<file path="src/rtl/cv32e40p_pkg.sv">
// Shared types for the cv32e40p wake/power sequencing slice.
// Power gating states are only reachable with CV32E40P_PWR_GATE_EN.
package cv32e40p_pkg;

  localparam int unsigned WAKE_CNT_W = 16;

  typedef enum logic [2:0] {
    WAKE_OFF    = 3'd0,
    WAKE_BOOT   = 3'd1,
    WAKE_RUN    = 3'd2,
    WAKE_SLEEP  = 3'd3,
    WAKE_PD_REQ = 3'd4,
    WAKE_PD     = 3'd5,
    WAKE_PU_REQ = 3'd6
  } wake_state_e;

  function automatic logic is_pwr_gated(
    input wake_state_e s
  );
    return (s == WAKE_PD_REQ) ||
           (s == WAKE_PD) ||
           (s == WAKE_PU_REQ);
  endfunction

endpackage

</file>
<file path="src/rtl/cv32e40p_wake_cnt.sv">
// 16-bit cycle counter: clear, load, decrement to zero,
// increment saturating at sat_val_i.
module cv32e40p_wake_cnt
  import cv32e40p_pkg::*;
#(
  parameter int unsigned W = WAKE_CNT_W
) (
  input  logic         clk_ungated_i,
  input  logic         rst_n,
  input  logic         clr_i,
  input  logic         load_i,
  input  logic [W-1:0] load_val_i,
  input  logic         dec_i,
  input  logic         inc_i,
  input  logic [W-1:0] sat_val_i,
  output logic [W-1:0] cnt_o,
  output logic         zero_o,
  output logic         sat_o
);

  localparam logic [W-1:0] ONE = {{(W-1){1'b0}}, 1'b1};

  logic [W-1:0] cnt_q;
  logic [W-1:0] cnt_d;

  always_comb begin
    cnt_d = cnt_q;
    if (clr_i) begin
      cnt_d = '0;
    end else if (load_i) begin
      cnt_d = load_val_i;
    end else if (dec_i && (cnt_q != '0)) begin
      cnt_d = cnt_q - ONE;
    end else if (inc_i && (cnt_q < sat_val_i)) begin
      cnt_d = cnt_q + ONE;
    end
  end

  always_ff @(posedge clk_ungated_i or negedge rst_n) begin
    if (!rst_n) begin
      cnt_q <= '0;
    end else begin
      cnt_q <= cnt_d;
    end
  end

  assign cnt_o  = cnt_q;
  assign zero_o = (cnt_q == '0);
  assign sat_o  = (cnt_q == sat_val_i);

endmodule

</file>
<file path="src/rtl/cv32e40p_wake_unit.sv">
// Core boot, sleep and wake sequencer on the ungated clock.
// Define CV32E40P_PWR_GATE_EN to enable the power-down handshake.
module cv32e40p_wake_unit #(
  parameter int unsigned BOOT_DELAY     = 16,
  parameter int unsigned IDLE_THRESHOLD = 64
) (
  input  logic        clk_ungated_i,
  input  logic        rst_n,
  input  logic        soc_fetch_en_i,
  input  logic        core_sleep_i,
  input  logic [31:0] irq_i,
  input  logic [31:0] irq_mask_i,
  input  logic        debug_req_i,
  input  logic        pwr_ack_i,
  output logic        fetch_enable_o,
  output logic [31:0] irq_o,
  output logic        debug_req_o,
  output logic        pwr_req_o,
  output logic        iso_en_o,
  output logic [2:0]  state_o
);

  import cv32e40p_pkg::*;

  localparam logic [WAKE_CNT_W-1:0] BOOT_VAL =
    16'(BOOT_DELAY);

  wake_state_e state_q;
  wake_state_e state_d;

  logic wake;
  logic pend_q;
  logic pend_d;
  logic fetch_en_q;
  logic fetch_en_d;
  logic pwr_req_q;
  logic pwr_req_d;
  logic iso_en_q;
  logic iso_en_d;
  logic gated;

  logic                  boot_load;
  logic                  boot_dec;
  logic                  boot_zero;
  logic [WAKE_CNT_W-1:0] boot_cnt;
  logic                  unused_boot_sat;

  assign wake = (|(irq_i & irq_mask_i)) || debug_req_i;

  assign boot_load = (state_q == WAKE_OFF) && soc_fetch_en_i;
  assign boot_dec  = (state_q == WAKE_BOOT);

  cv32e40p_wake_cnt #(
    .W (WAKE_CNT_W)
  ) u_boot_cnt (
    .clk_ungated_i (clk_ungated_i),
    .rst_n         (rst_n),
    .clr_i         (1'b0),
    .load_i        (boot_load),
    .load_val_i    (BOOT_VAL),
    .dec_i         (boot_dec),
    .inc_i         (1'b0),
    .sat_val_i     ({WAKE_CNT_W{1'b1}}),
    .cnt_o         (boot_cnt),
    .zero_o        (boot_zero),
    .sat_o         (unused_boot_sat)
  );

`ifdef CV32E40P_PWR_GATE_EN
  localparam logic [WAKE_CNT_W-1:0] IDLE_VAL =
    16'(IDLE_THRESHOLD);

  logic                  idle_clr;
  logic                  idle_inc;
  logic                  idle_sat;
  logic                  unused_idle_zero;
  logic [WAKE_CNT_W-1:0] unused_idle_cnt;

  assign idle_clr = (state_q == WAKE_RUN) &&
                    (state_d == WAKE_SLEEP);
  assign idle_inc = (state_q == WAKE_SLEEP) &&
                    (state_d == WAKE_SLEEP);

  cv32e40p_wake_cnt #(
    .W (WAKE_CNT_W)
  ) u_idle_cnt (
    .clk_ungated_i (clk_ungated_i),
    .rst_n         (rst_n),
    .clr_i         (idle_clr),
    .load_i        (1'b0),
    .load_val_i    ('0),
    .dec_i         (1'b0),
    .inc_i         (idle_inc),
    .sat_val_i     (IDLE_VAL),
    .cnt_o         (unused_idle_cnt),
    .zero_o        (unused_idle_zero),
    .sat_o         (idle_sat)
  );
`else
  logic unused_pwr_ack;
  assign unused_pwr_ack = pwr_ack_i;
`endif

  logic [WAKE_CNT_W-1:0] unused_boot_cnt;
  assign unused_boot_cnt = boot_cnt;

  always_ff @(posedge clk_ungated_i or negedge rst_n) begin
    if (!rst_n) begin
      state_q    <= WAKE_OFF;
      pend_q     <= 1'b0;
      fetch_en_q <= 1'b0;
      pwr_req_q  <= 1'b0;
      iso_en_q   <= 1'b0;
    end else begin
      state_q    <= state_d;
      pend_q     <= pend_d;
      fetch_en_q <= fetch_en_d;
      pwr_req_q  <= pwr_req_d;
      iso_en_q   <= iso_en_d;
    end
  end

  always_comb begin
    state_d = state_q;
    unique case (state_q)
      WAKE_OFF: begin
        if (soc_fetch_en_i) state_d = WAKE_BOOT;
      end
      WAKE_BOOT: begin
        if (boot_zero) state_d = WAKE_RUN;
      end
      WAKE_RUN: begin
        if (core_sleep_i && !wake) state_d = WAKE_SLEEP;
      end
      WAKE_SLEEP: begin
        if (!core_sleep_i || wake) begin
          state_d = WAKE_RUN;
`ifdef CV32E40P_PWR_GATE_EN
        end else if (idle_sat) begin
          state_d = WAKE_PD_REQ;
`endif
        end
      end
      // Once requested, power-down completes before any wake.
      WAKE_PD_REQ: begin
        if (pwr_ack_i) state_d = WAKE_PD;
      end
      WAKE_PD: begin
        if (wake || pend_q) state_d = WAKE_PU_REQ;
      end
      WAKE_PU_REQ: begin
        if (!pwr_ack_i) state_d = WAKE_RUN;
      end
      default: state_d = WAKE_OFF;
    endcase

    pend_d = pend_q;
    if ((state_d == WAKE_RUN) && (state_q != WAKE_RUN)) begin
      pend_d = 1'b0;
    end else if (is_pwr_gated(state_q) && wake) begin
      pend_d = 1'b1;
    end
  end

  always_comb begin
    fetch_en_d = fetch_en_q || (state_d == WAKE_RUN);
    pwr_req_d  = 1'b0;
    iso_en_d   = 1'b0;
`ifdef CV32E40P_PWR_GATE_EN
    pwr_req_d  = (state_d == WAKE_PD_REQ) ||
                 (state_d == WAKE_PD);
    iso_en_d   = is_pwr_gated(state_d);
`endif
    gated       = is_pwr_gated(state_q);
    irq_o       = gated ? 32'h0 : irq_i;
    debug_req_o = !gated && debug_req_i;
  end

  assign fetch_enable_o = fetch_en_q;
  assign pwr_req_o      = pwr_req_q;
  assign iso_en_o       = iso_en_q;
  assign state_o        = state_q;

endmodule

</file>
<file path="config.mk">
export PLATFORM = sky130hd
export DESIGN_NAME = cv32e40p_wake_unit
export DESIGN_NICKNAME = d
export VERILOG_FILES = /design/src/rtl/cv32e40p_pkg.sv /design/src/rtl/cv32e40p_wake_cnt.sv /design/src/rtl/cv32e40p_wake_unit.sv
export SDC_FILE = /design/constraint.sdc
export NUM_CORES = 1
export LEC_CHECK = 0
export ABC_AREA = 1
export BUFFER_PORTS_ARGS = -buffer_cell sky130_fd_sc_hd__buf_2
export CAP_MARGIN = 20
export CORE_ASPECT_RATIO = 0.75
export CORE_MARGIN = 3
export CORE_UTILIZATION = 39
export DETAILED_ROUTE_END_ITERATION = 8
export HOLD_SLACK_MARGIN = 0.02
export PLACE_DENSITY = 0.74
export SETUP_SLACK_MARGIN = 0.02
export SLEW_MARGIN = 20
export SYNTH_ARGS = -nofsm -noshare
export SYNTH_HDL_FRONTEND = slang
export SYNTH_SLANG_ARGS = --single-unit
</file>
<file path="constraint.sdc">
create_clock -name clk_ungated_i -period 1.55 [get_ports clk_ungated_i]
set_clock_uncertainty 0.05 [all_clocks]
set_input_delay 0.0775 -clock clk_ungated_i [delete_from_list [all_inputs] [get_ports clk_ungated_i]]
set_output_delay 0.0775 -clock clk_ungated_i [all_outputs]
set_load 0.01 [all_outputs]
</file>
# == Word-level counts from Yosys, hierarchy flattened ==
# Cells that the tools add are included.
# totals
reg_bits,21
latch_bits,0
ramBits,0
mem_bits_ro,0
inputBits,70
output_inout_bits,39
elab_cells,48
mem_count,0
# op_classes
addsub,1
mul,0
n_div,0
magnitude_cmp,0
n_eq_ne,8
n_shift,0
muxes,13
n_bitwise,1
reduce_logical,21
# op_table
cell,count
bitwise AND 32 bit,1
2-to-1 mux 16 bit,2
2-to-1 mux 32 bit,1
OR reduction 32 bit,1
2-to-1 mux 3 bit,7
one-hot mux 3 bit (7 select lines),1
logical NOT 16 bit,1
nonzero test 16 bit,1
subtractor 16 x 1 -> 16 bit (second input constant),1
equality test 3 x 2 -> 1 bit (second input constant),3
equality test 3 bit (second input constant),3
logical AND 1 bit,6
logical OR 1 bit,6
nonzero test 2 bit,2
equality test 3 x 1 -> 1 bit (second input constant),1
logical NOT 1 bit,3
logical NOT 3 bit,1
!= test 3 x 2 -> 1 bit (second input constant),1
2-to-1 mux 1 bit,2

# == Depth between registers and ports, before layout ==
# Gate-level depths: netlist of the first run.
# depth
ltp_word,10
depth_mapped,13
mapped_depth_nobuf,13

# == Hierarchy ==
# From an unflattened synthesis of the first run, not the netlist that was laid out.
# unflattened
cells_unflattened,566
hier_area_um2,3104.2
# modules_own_cells
module,instances,cells_each,area_per_inst_um2,seq_area_each_um2
cv32e40p_wake_cnt,1,388,2265.9,400.4
cv32e40p_wake_unit,1,178,838.3,125.1

# == Worst setup path after synthesis of the first run ==
# No wires, ideal clock.
# synth_path
kind,reg2reg
start,"reg u_boot_cnt.cnt_q[0], in the netlist u_boot_cnt.cnt_o[0]"
end,reg pend_q
arrival_ps,1475
t_required_ps,1378
path_slack_ps,-97
path_stages_with_launch,14
period_less_slack_ps,1647
path_cell_list,dfrtp_1 inv_1 ha_1 nand2_1 nor2_2 nand2_2 nand2_4 nand2_4 inv_2 nand2_2 nor2_2 o21ai_2 nor2_2 a21oi_1
# synth_between
elab_chain_cells,6
word_cells_on_any_way,7
cone_classes,eq/ne: 1; mux: 3; reduce/logical: 3
# synth_rtl
item,line,source
from (decl),cv32e40p_wake_cnt.sv:23,logic [W-1:0] cnt_q;
from (signal assigned),cv32e40p_wake_cnt.sv:43,cnt_q <= cnt_d;
logical NOT 16 bit (*),cv32e40p_wake_cnt.sv:48,assign zero_o = (cnt_q == '0);
2-to-1 mux 3 bit (*),cv32e40p_wake_unit.sv:130,if (boot_zero) state_d = WAKE_RUN;
one-hot mux 3 bit (7 select lines) (*),cv32e40p_wake_unit.sv:125,unique case (state_q)
via state_d[0],cv32e40p_wake_unit.sv:29,wake_state_e state_d;
equality test 3 x 2 -> 1 bit (*),cv32e40p_wake_unit.sv:158,if ((state_d == WAKE_RUN) && (state_q != WAKE_RUN)) begin
logical AND 1 bit (*),cv32e40p_wake_unit.sv:158,
2-to-1 mux 1 bit or nonzero test 2 bit (tied branches),--,
to (signal assigned),cv32e40p_wake_unit.sv:116,pend_q <= pend_d;
to (decl),cv32e40p_wake_unit.sv:32,logic pend_q;
# The timed path passes the listed nets; every way through them passes the cells marked *.
# A chain may end at the register's enable or synchronous reset.

# == Worst setup path after layout of the first run ==
# layout_path
start,"reg u_boot_cnt.cnt_q[8], in the netlist u_boot_cnt.cnt_o[8]"
end,reg pend_q
# The elaborated chain is that of the path after synthesis.

==> qor.yml, run 1 <==
pwr:
  pwr-share-clk: 0.312
  internal-power_mw: 0.8596
  seqPwrFrac: 0.463
  vdd_ir_drop_max_mv: 0.2804
  combPwrFrac: 0.225
  netSwitchingFraction: 0.2722
  power.density_mw_per_mm2: 408.8
  total_leakage_power_nw: 1.723
  p_sw_mw: 0.3215
drt:
  wl_per_cell_um: 13.00
  drt_wl_total_um: 6385
  first_pass_iters: 4
  viasPerCell: 4.760
  drc: 0
  drtIter0Drc: 114
  ant_nets: 0
  num_vias: 2337
global_routing:
  grt_use_met2: 0.4220
  grt_antenna_before_repair: 0
  grt_pass1_wl_um: 9528
  grt_use_met1: 0.2748
  grt_overflow: 0
  grtUsageMet3: 0.04286
  track_usage: 0.2318
  top_usage_layer: "met2"
  grt_pass1_vias: 2225
  grt_max_degree: 22
cells_and_area:
  layout-drive-gt1-share: 0.4725
  layout_commonest_cell: "buf_2"
  layout_common_cells: "106 x buf_2, 57 x nand2_1, 56 x inv_1, 52 x nor2_1, 32 x buf_4"
  final_nets: 508
  final_cells: 491
  n_antenna_cell: 0
  fin_util: 0.6997
  areaGrowthSynthToFinish_pct: 69.41
min_path:
  hp-start: "pwr_ack_i"
  whs_path_depth: 3
  hold_end: "state_o[2]"
  hold_path.class: "primary input to flop"
clock_network:
  cts_tree: "done"
  path_clk_slew_ps: 80
  cts_buffer_depth: 2
  htree_num_levels: 1
  cts_buffers: 3
  numClockSinks: 21
  clock_latency_ps: 260
  cts.root.buffer_cell: "clkbuf_8"
yosys:
  syn_inst: 289
  synth_area_per_cell_sq_um: 5.901
  yosysWarnings: 0
  synth.distinct_cells: 30
  synth.cell_area_sq_mm: 0.001705
  synth_seq_cells: 21
  yosysSeqAreaShare: 0.3081
sta:
  period_share: 1.075
  fin_setup_tns_ps: -3058
  setup_viol: 42
  rsz0062_at_grt: "true"
  setup_ws_ps: -116.5
  fmax_mhz: 600.1
  fin_crit_ps: 1666
  drv_slew: 0
  hold_ws_ps: 100.8
  hold_violations: 0
placed_design:
  io_buffers: 106
  dp_hpwl_um: 4382
  dpl.cell_count: 469
  gp_congestion: 0.8242
  place_ws_ps: -123.6
run_status:
  violations: "negative setup slack"
  status: "finished, violations left"
critical_path:
  reg2reg_from: "u_boot_cnt.cnt_o[8]"
  required_ps: 1660
  r2r_slack_ps: -120
  cp_max_fo: 5
  end_kind: "flop"
  ff2ff_path_depth: 12
  path_class: "flop to flop"
  worstReg2RegEnd: "pend_q"
  worstSetupStartpointType: "flop"
  crit_arrival_ps: 1770
job:
  maxCapViolations: 0
die:
  die_h_um: 63.27
  start_util: 0.4130
  core_area_sq_mm: 0.004129
  die_area_sq_mm: 0.005210
  row_count: 20
  pin_count: 109
  fp.dieW_um: 82.36
-- cell families after synthesis --
kind of cell             after synthesis  share of synthesized area
XOR/XNOR                               1                   0.005137
adder cells (fa/ha/maj)                1                   0.007336
buffers and inverters                 71                     0.1614
other                                  1                   0.002199
flip-flops                            21                     0.3081
AND/OR/NAND/NOR                      165                     0.4241
AO/OA/AOI/OAI                         29                    0.09172
-- flip-flops by register name, indices dropped and copies added (netlist names) --
register and flops:
fetch_enable_o 1, u_boot_cnt.cnt_o 16, state_o 3, pend_q 1
-- how the worst max path moves through the flow --
stage | start | end | slack [ps] | depth (start not counted)
global route | u_boot_cnt.cnt_o[8] | pend_q | -240 | 12
detailed placement | u_boot_cnt.cnt_o[1] | pend_q | -120 | 13
CTS | state_o[1] | irq_o[4] | -90 | 8
global placement | u_boot_cnt.cnt_o[1] | pend_q | -40 | 13
finish | u_boot_cnt.cnt_o[8] | pend_q | -120 | 12
floorplan | state_o[1] | u_boot_cnt.cnt_o[14] | 10 | 11
-- through the flow --
step	total power, mW	area, sq um
detailed placement	0.8176	2491
global route	1.243	2889
global placement	0.8135	2491
finish	1.181	2889
floorplan	0.6644	1730
CTS	1.177	2734
-- final cells by class --
type,count,area [sq um]
Fill cell,326,1240
Inverter,64,246.5
Tap cell,55,68.82
Multi-Input combinational cell,198,1065
Sequential cell,21,525.5
Timing Repair Buffer,149,938.4
Clock buffer,4,45.04
-- power groups by stage --
stage / Sequential (mW) / Combinational, mW / Clock (mW)
floorplan: 0.558 / 0.106 / 0
global placement: 0.558 / 0.255 / 0
detailed placement: 0.558 / 0.259 / 0
CTS: 0.547 / 0.263 / 0.367
global route: 0.547 / 0.298 / 0.398
finish: 0.547 / 0.266 / 0.368
-- critical path, cell delays in order, from the launching register on --
cell and delay, ps:
dfrtp_1 390, inv_1 180, nand3_2 130, nor2_4 120, nand2_2 80, nand2_4 100
nand2_4 70, inv_4 60, nand2_2 50, nor2_2 80, o21ai_2 70, nor2_2 110
a21oi_2 60
-- what timing repair did --
action / in CTS / in global routing
hold buffers: 1 / 0
resized for setup: 17 / 42
buffers inserted: 10 / 6
cloned: 2 / 2
endpoints found under the hold margin: 21 / 0
pin swaps: 6 / 14
setup endpoints to repair: 44 / 52
-- synth_stat cells (all sizes together) --
| cell type | instances | share of area |
|---|---|---|
| a21oi | 14 | 0.041 |
| a31oi | 1 | 0.0037 |
| xor2 | 1 | 0.0051 |
| o21a | 1 | 0.0044 |
| nor2 | 70 | 0.17 |
| inv | 63 | 0.14 |
| dfrtp | 21 | 0.31 |
| or2 | 1 | 0.0037 |
| o22ai | 1 | 0.0037 |
| nand4 | 8 | 0.029 |
| nor3 | 8 | 0.023 |
| clkbuf | 4 | 0.0088 |
| ha | 1 | 0.0073 |
| a21boi | 1 | 0.0044 |
| clkinv | 1 | 0.0022 |
| conb | 1 | 0.0022 |
| buf | 3 | 0.012 |
| and3 | 1 | 0.0037 |
| nand3 | 8 | 0.026 |
| nand2 | 68 | 0.16 |
| o21ai | 11 | 0.034 |
| nand3b | 1 | 0.0044 |
-- metal layers --
metal,up-vias,part of all wire
met5,-,0
met4,0,0.014
met3,14,0.052
met2,78,0.53
met1,1078,0.41
li1,1167,-
Note: power is estimated with default switching activity, not from simulation.
==> run 2: changes to the inputs <==
--- a/config.mk
+++ b/config.mk
@@ -7,13 +7,13 @@
 export LEC_CHECK = 0
 export ABC_AREA = 1
 export BUFFER_PORTS_ARGS = -buffer_cell sky130_fd_sc_hd__buf_2
-export CAP_MARGIN = 20
+export CAP_MARGIN = 10
 export CORE_ASPECT_RATIO = 0.75
 export CORE_MARGIN = 3
-export CORE_UTILIZATION = 39
+export CORE_UTILIZATION = 43
 export DETAILED_ROUTE_END_ITERATION = 8
 export HOLD_SLACK_MARGIN = 0.02
-export PLACE_DENSITY = 0.74
+export PLACE_DENSITY = 0.77
 export SETUP_SLACK_MARGIN = 0.02
 export SLEW_MARGIN = 20
 export SYNTH_ARGS = -nofsm -noshare
==> constraint.sdc (replaced) <==
create_clock -name clk_ungated_i -period 1.8 [get_ports clk_ungated_i]
set_clock_uncertainty 0.05 [all_clocks]
set_input_delay 0.09 -clock clk_ungated_i [delete_from_list [all_inputs] [get_ports clk_ungated_i]]
set_output_delay 0.09 -clock clk_ungated_i [all_outputs]
set_load 0.01 [all_outputs]
==> run 2 against run 1 <==
The run now ends clean. Via count fell by 8.3%. Total power fell by 14%. First-iteration DRC count rose by 86%. Register-to-register slack improved by 190 ps. Critical path type unchanged. Largest power group unchanged. Highest routed layer unchanged.
==> qor.yml, run 2 (synthesized netlist as in run 1, its figures left out) <==
clock_network:
  cts.root.buffer_cell: "clkbuf_8"
  clock_latency_ps: 260  # about the same
  cts_buffers: 3  # unchanged
  cts_buffer_depth: 2  # unchanged
  cts_tree: "done"
  numClockSinks: 21  # unchanged
  htree_num_levels: 1  # unchanged
  path_clk_slew_ps: 80  # about the same
drt:
  drt_wl_total_um: 5588  # -12%
  wl_per_cell_um: 12.20  # -6.2%
  ant_nets: 0  # unchanged
  viasPerCell: 4.677  # -1.7%
  num_vias: 2142  # -8.3%
  drc: 0  # unchanged
  first_pass_iters: 5  # +1
  drtIter0Drc: 212  # +86%
die:
  start_util: 0.4569  # +0.04389
  pin_count: 109  # unchanged
  fp.dieW_um: 78.72  # -4.4%
  die_area_sq_mm: 0.004766  # -8.5%
  row_count: 19  # -5.0%
  die_h_um: 60.54  # -4.3%
  core_area_sq_mm: 0.003732  # -9.6%
sta:
  drv_slew: 0  # unchanged
  rsz0062_at_grt: "true"
  fin_crit_ps: 1722  # +55.27 ps
  period_share: 0.9565  # -0.1186
  fmax_mhz: 580.8  # -3.2%
  hold_violations: 0  # unchanged
  setup_viol: 0  # -100%
cells_and_area:
  n_antenna_cell: 0  # unchanged
  design_area_sq_mm: 0.002512  # -13%
  final_nets: 478  # -5.9%
  areaGrowthSynthToFinish_pct: 47.32
  largest_reg_flops: 16  # unchanged
  final_cells: 458  # -6.7%
  layout-drive-gt1-share: 0.3744  # -0.09809
  layout_commonest_cell: "buf_2"
  layout_common_cells: "106 x buf_2, 62 x nand2_1, 59 x inv_1, 57 x nor2_1, 20 x dfrtp_1"
job:
  maxCapViolations: 0  # unchanged
critical_path:
  required_ps: 1900  # +240 ps
  crit_arrival_ps: 1820  # +50 ps
  worstSetupStartpointType: "flop"
  path_class: "flop to flop"
  end_kind: "flop"
  cp_max_fo: 6  # +1
pwr:
  vdd_ir_drop_max_mv: 0.2580  # -8.0%
  total_leakage_power_nw: 1.547  # -10%
  power_mw: 1.016  # -14%
  power.density_mw_per_mm2: 404.4  # -1.1%
placed_design:
  dpl.cell_count: 446  # -4.9%
  gp_congestion: 0.8601  # +4.4%
  dp_hpwl_um: 4185  # -4.5%
  postPlaceCellArea_sq_mm: 0.002322  # -6.8%
  io_buffers: 106  # unchanged
global_routing:
  grt_pass1_vias: 1793  # -19%
  grt_max_degree: 31  # +41%
  track_usage: 0.2134  # -0.01838
  grt_antenna_before_repair: 0  # unchanged
  grt_pass1_wl_um: 7997  # -16%
  grt_overflow: 0  # unchanged
min_path:
  hold_path.class: "primary input to flop"
run_status:
  status: "finished, final reports clean"
==> run 2: cell count changes in the layout (fill, tap and decap cells not counted), sizes merged <==
cell,delta
clkinvlp,-1
clkbuf,-1
buf,-29
inv,+1
==> run 2: metal layers <==
layer / GRT usage / share of wire / wire [um]
met2: 0.3482 / 0.46 / 2595
met4: 0.05985 / 0.015 / 82
met5: 0 / 0 / 0
met3: 0.03116 / 0.066 / 369
met1: 0.2997 / 0.45 / 2541
==> run 2: final timing paths <==
kind                                startpoint                   end  slack, ps  cells after the start
min in group asynchronous                rst_n   u_boot_cnt.cnt_o[9]        260                      2
min reg2reg                     fetch_enable_o        fetch_enable_o        430                      1
min                                  pwr_ack_i            state_o[2]         80                      3
max in group asynchronous                rst_n  u_boot_cnt.cnt_o[10]       1100                      2
max reg2reg                u_boot_cnt.cnt_o[1]  u_boot_cnt.cnt_o[14]         80                     12
max                        u_boot_cnt.cnt_o[1]  u_boot_cnt.cnt_o[14]         80                     12
==> run 2: through the flow <==
step	hold slack, ps	utilization	worst slack (ps)	TNS (ps)
3_5_place_dp	19.13	0.6222	39.52	0
6_report	78.29	0.6731	78.25	0
5_1_grt	85.37	0.6731	-64.09	-191.0
3_3_place_gp	14.08	0.6222	101.3	0
4_1_cts	49.03	0.6369	25.95	0
2_1_floorplan	-255.6	-	152.6	0
==> run 2: area by class of cell <==
type,count,area [sq um]
Multi-Input combinational cell,198,967.2
Inverter,64,240.2
Sequential cell,21,526.8
Tap cell,52,65.06
Fill cell,344,1220
Timing Repair Buffer,119,668.1
Clock buffer,4,45.04
==> run 2: worst max-delay path, stage by stage (launching register included) <==
cell,delay [ps]
dfrtp_1,370
inv_2,60
ha_4,160
nand2_2,110
nor2_4,40
nand2_2,80
nand2_4,90
nor2_4,120
nand2_1,110
nor2_2,110
nand2_1,90
nor3_1,150
nor3_1,60
==> run 2: what timing repair did <==
action                                 in CTS  in global routing
endpoints found under the hold margin      21                  0
buffers inserted                            0                  5
setup endpoints to repair                   0                 39
resized for setup                           0                 18
hold buffers                                1                  0
==> run 2: power by group <==
part / switching, mW / internal [mW] / leakage, nW
clock: 0.161 / 0.158 / 0.0228
combinational: 0.115 / 0.111 / 1.27
sequential: 0 / 0.471 / 0.256
total: 0.276 / 0.740 / 1.55
==> run 3: changes to the inputs <==
--- a/config.mk
+++ b/config.mk
@@ -6,10 +6,10 @@
 export NUM_CORES = 1
 export LEC_CHECK = 0
 export ABC_AREA = 1
+export ABC_CLOCK_PERIOD_IN_PS = 1800
 export BUFFER_PORTS_ARGS = -buffer_cell sky130_fd_sc_hd__buf_2
 export CAP_MARGIN = 10
 export CORE_ASPECT_RATIO = 0.75
-export CORE_MARGIN = 3
 export CORE_UTILIZATION = 43
 export DETAILED_ROUTE_END_ITERATION = 8
 export HOLD_SLACK_MARGIN = 0.02
==> run 3 against run 2 <==
Sequential power barely moved. Sequential share of layout area rose by 0.34 points. Hold slack lost 27 ps. Clock power decreased by 3%. Wire length fell by 12%. Final cell count is 0.44% lower. Largest power group unchanged. Highest routed layer unchanged.
==> qor.yml, run 3 (synthesized netlist as in run 1, its figures left out) <==
cells_and_area:
  layout_common_cells: "106 x buf_2, 61 x nand2_1, 59 x inv_1, 58 x nor2_1, 19 x dfrtp_1"
  n_antenna_cell: 0  # unchanged
  design_area_sq_mm: 0.002479  # -1.3%
  largest_reg_flops: 16  # unchanged
  fin_util: 0.6641  # -0.009051
  areaGrowthSynthToFinish_pct: 45.34
  layout-drive-gt1-share: 0.3762  # +0.001853
  final_nets: 476  # -0.42%
  layout_commonest_cell: "buf_2"
  n_fill_cell: 349  # +1.5%
  final_cells: 456  # -0.44%
global_routing:
  grt_overflow: 0  # unchanged
  track_usage: 0.2284  # +0.01501
  grt_antenna_before_repair: 0  # unchanged
  grt_pass1_wl_um: 7348  # -8.1%
  grt_pass1_vias: 1714  # -4.4%
  grt_max_degree: 35  # +13%
clock_network:
  cts_buffer_depth: 2  # unchanged
  cts.root.buffer_cell: "clkbuf_8"
  path_clk_slew_ps: 70  # about the same
  cts_tree: "done"
  numClockSinks: 21  # unchanged
  htree_num_levels: 1  # unchanged
  clock_latency_ps: 260  # about the same
  cts_buffers: 3  # unchanged
critical_path:
  ff2ff_path_depth: 12  # unchanged
  path_class: "flop to flop"
  crit_buf_inv: 1  # unchanged
  crit_arrival_ps: 1870  # +50 ps
  end_kind: "flop"
  critPathSlowestCell: "dfrtp_1"
  cp_common_cell: "nand2_2"
  path_depth: 12  # unchanged
  required_ps: 1960  # +60 ps
  cp_top_family: "simple AND/OR/NAND/NOR gates"
  critPathMaxStageDelay_ps: 360  # about the same
  worstSetupStartpointType: "flop"
  worstPathCellList: "inv_2, ha_4, nand2_2, nor2_4, nand2_2, nand2_4, nor2_4, nand2_1, nor2_2, nand2_2, a21oi_2, o21a_1"
  cp_max_fo: 7  # +1
job:
  maxCapViolations: 0  # unchanged
drt:
  num_vias: 2038  # -4.9%
  wl_per_cell_um: 10.77  # -12%
  drc: 0  # unchanged
  viasPerCell: 4.469  # -4.4%
  first_pass_iters: 4  # -1
  drtIter0Drc: 143  # -33%
  drt_wl_total_um: 4910  # -12%
  ant_nets: 0  # unchanged
sta:
  hold_ws_ps: 51.75  # -26.54 ps
  fin_crit_ps: 1710  # -11.27 ps
  hold_violations: 0  # unchanged
  drv_slew: 0  # unchanged
  setup_ws_ps: 89.52  # +11.27 ps
  fmax_mhz: 584.6  # +0.66%
  rsz0062_at_grt: "true"
  period_share: 0.9503  # -0.006261
  fin_setup_tns_ps: 0  # unchanged
  setup_viol: 0  # unchanged
pwr:
  power.density_mw_per_mm2: 404.0  # -0.10%
  vdd_ir_drop_max_mv: 0.3423  # +33%
  total_leakage_power_nw: 1.532  # -0.94%
  power_mw: 1.001  # -1.4%
die:
  start_util: 0.4569  # unchanged
  core_area_sq_mm: 0.003732  # unchanged
  die_h_um: 56.54  # -6.6%
  pin_count: 109  # unchanged
  fp.dieW_um: 74.72  # -5.1%
  die_area_sq_mm: 0.004225  # -11%
  row_count: 19  # unchanged
placed_design:
  io_buffers: 106  # unchanged
  postPlaceCellArea_sq_mm: 0.002315  # -0.32%
  dp_hpwl_um: 3870  # -7.5%
  gp_congestion: 0.8636  # +0.41%
  dpl.cell_count: 445  # -0.22%
  place_ws_ps: 40.53  # +1.004 ps
min_path:
  whs_path_depth: 3  # unchanged
  hold_path.class: "primary input to flop"
run_status:
  status: "finished, final reports clean"
-- run 3: area by class of cell --
class                      count  area (sq um)  area share
clock inverter                 1         5.005    0.002019
inverter                      64         240.2     0.09692
clock buffer                   3         41.29     0.01666
sequential                    21         528.0      0.2130
timing repair buffer         117         628.1      0.2534
multi-input combinational    198         970.9      0.3917
tap                           52         65.06     0.02625
-- run 3: layer usage --
layer | up-vias | wire length, um | global-route usage
li1 | 1093 | - | -
met1 | 883 | 2307 | 0.3186
met2 | 56 | 2264 | 0.3552
met3 | 6 | 275 | 0.05206
met4 | 0 | 63 | 0.05660
met5 | - | 0 | 0
-- run 3: power by group --
part / internal, mW / switching (mW)
sequential: 0.471 / 0
clock: 0.155 / 0.154
combinational: 0.111 / 0.111
-- run 3: what timing repair did --
item,4_1_cts,5_1_grt
endpoints found under the setup margin,0,10
resized for setup,0,19
setup buffers,0,6
hold buffers,1,0
endpoints found under the hold margin,21,0
-- run 3: worst reg2reg max path: stages (launching register included) --
cell	delay [ps]
dfrtp_1	360
inv_2	60
ha_4	160
nand2_2	100
nor2_4	40
nand2_2	80
nand2_4	90
nor2_4	140
nand2_1	110
nor2_2	130
nand2_2	100
a21oi_2	120
o21a_1	120
-- run 3: path summary, 6_finish.rpt --
path / start / end / slack, ps
worst max-delay path: u_boot_cnt.cnt_o[1] / u_boot_cnt.cnt_o[12] / 90
worst min-delay path: pwr_ack_i / state_o[2] / 50
worst max register to register: u_boot_cnt.cnt_o[1] / u_boot_cnt.cnt_o[12] / 90
worst min register to register: fetch_enable_o / fetch_enable_o / 410
max in group asynchronous: rst_n / u_boot_cnt.cnt_o[11] / 1110
min in group asynchronous: rst_n / u_boot_cnt.cnt_o[15] / 250
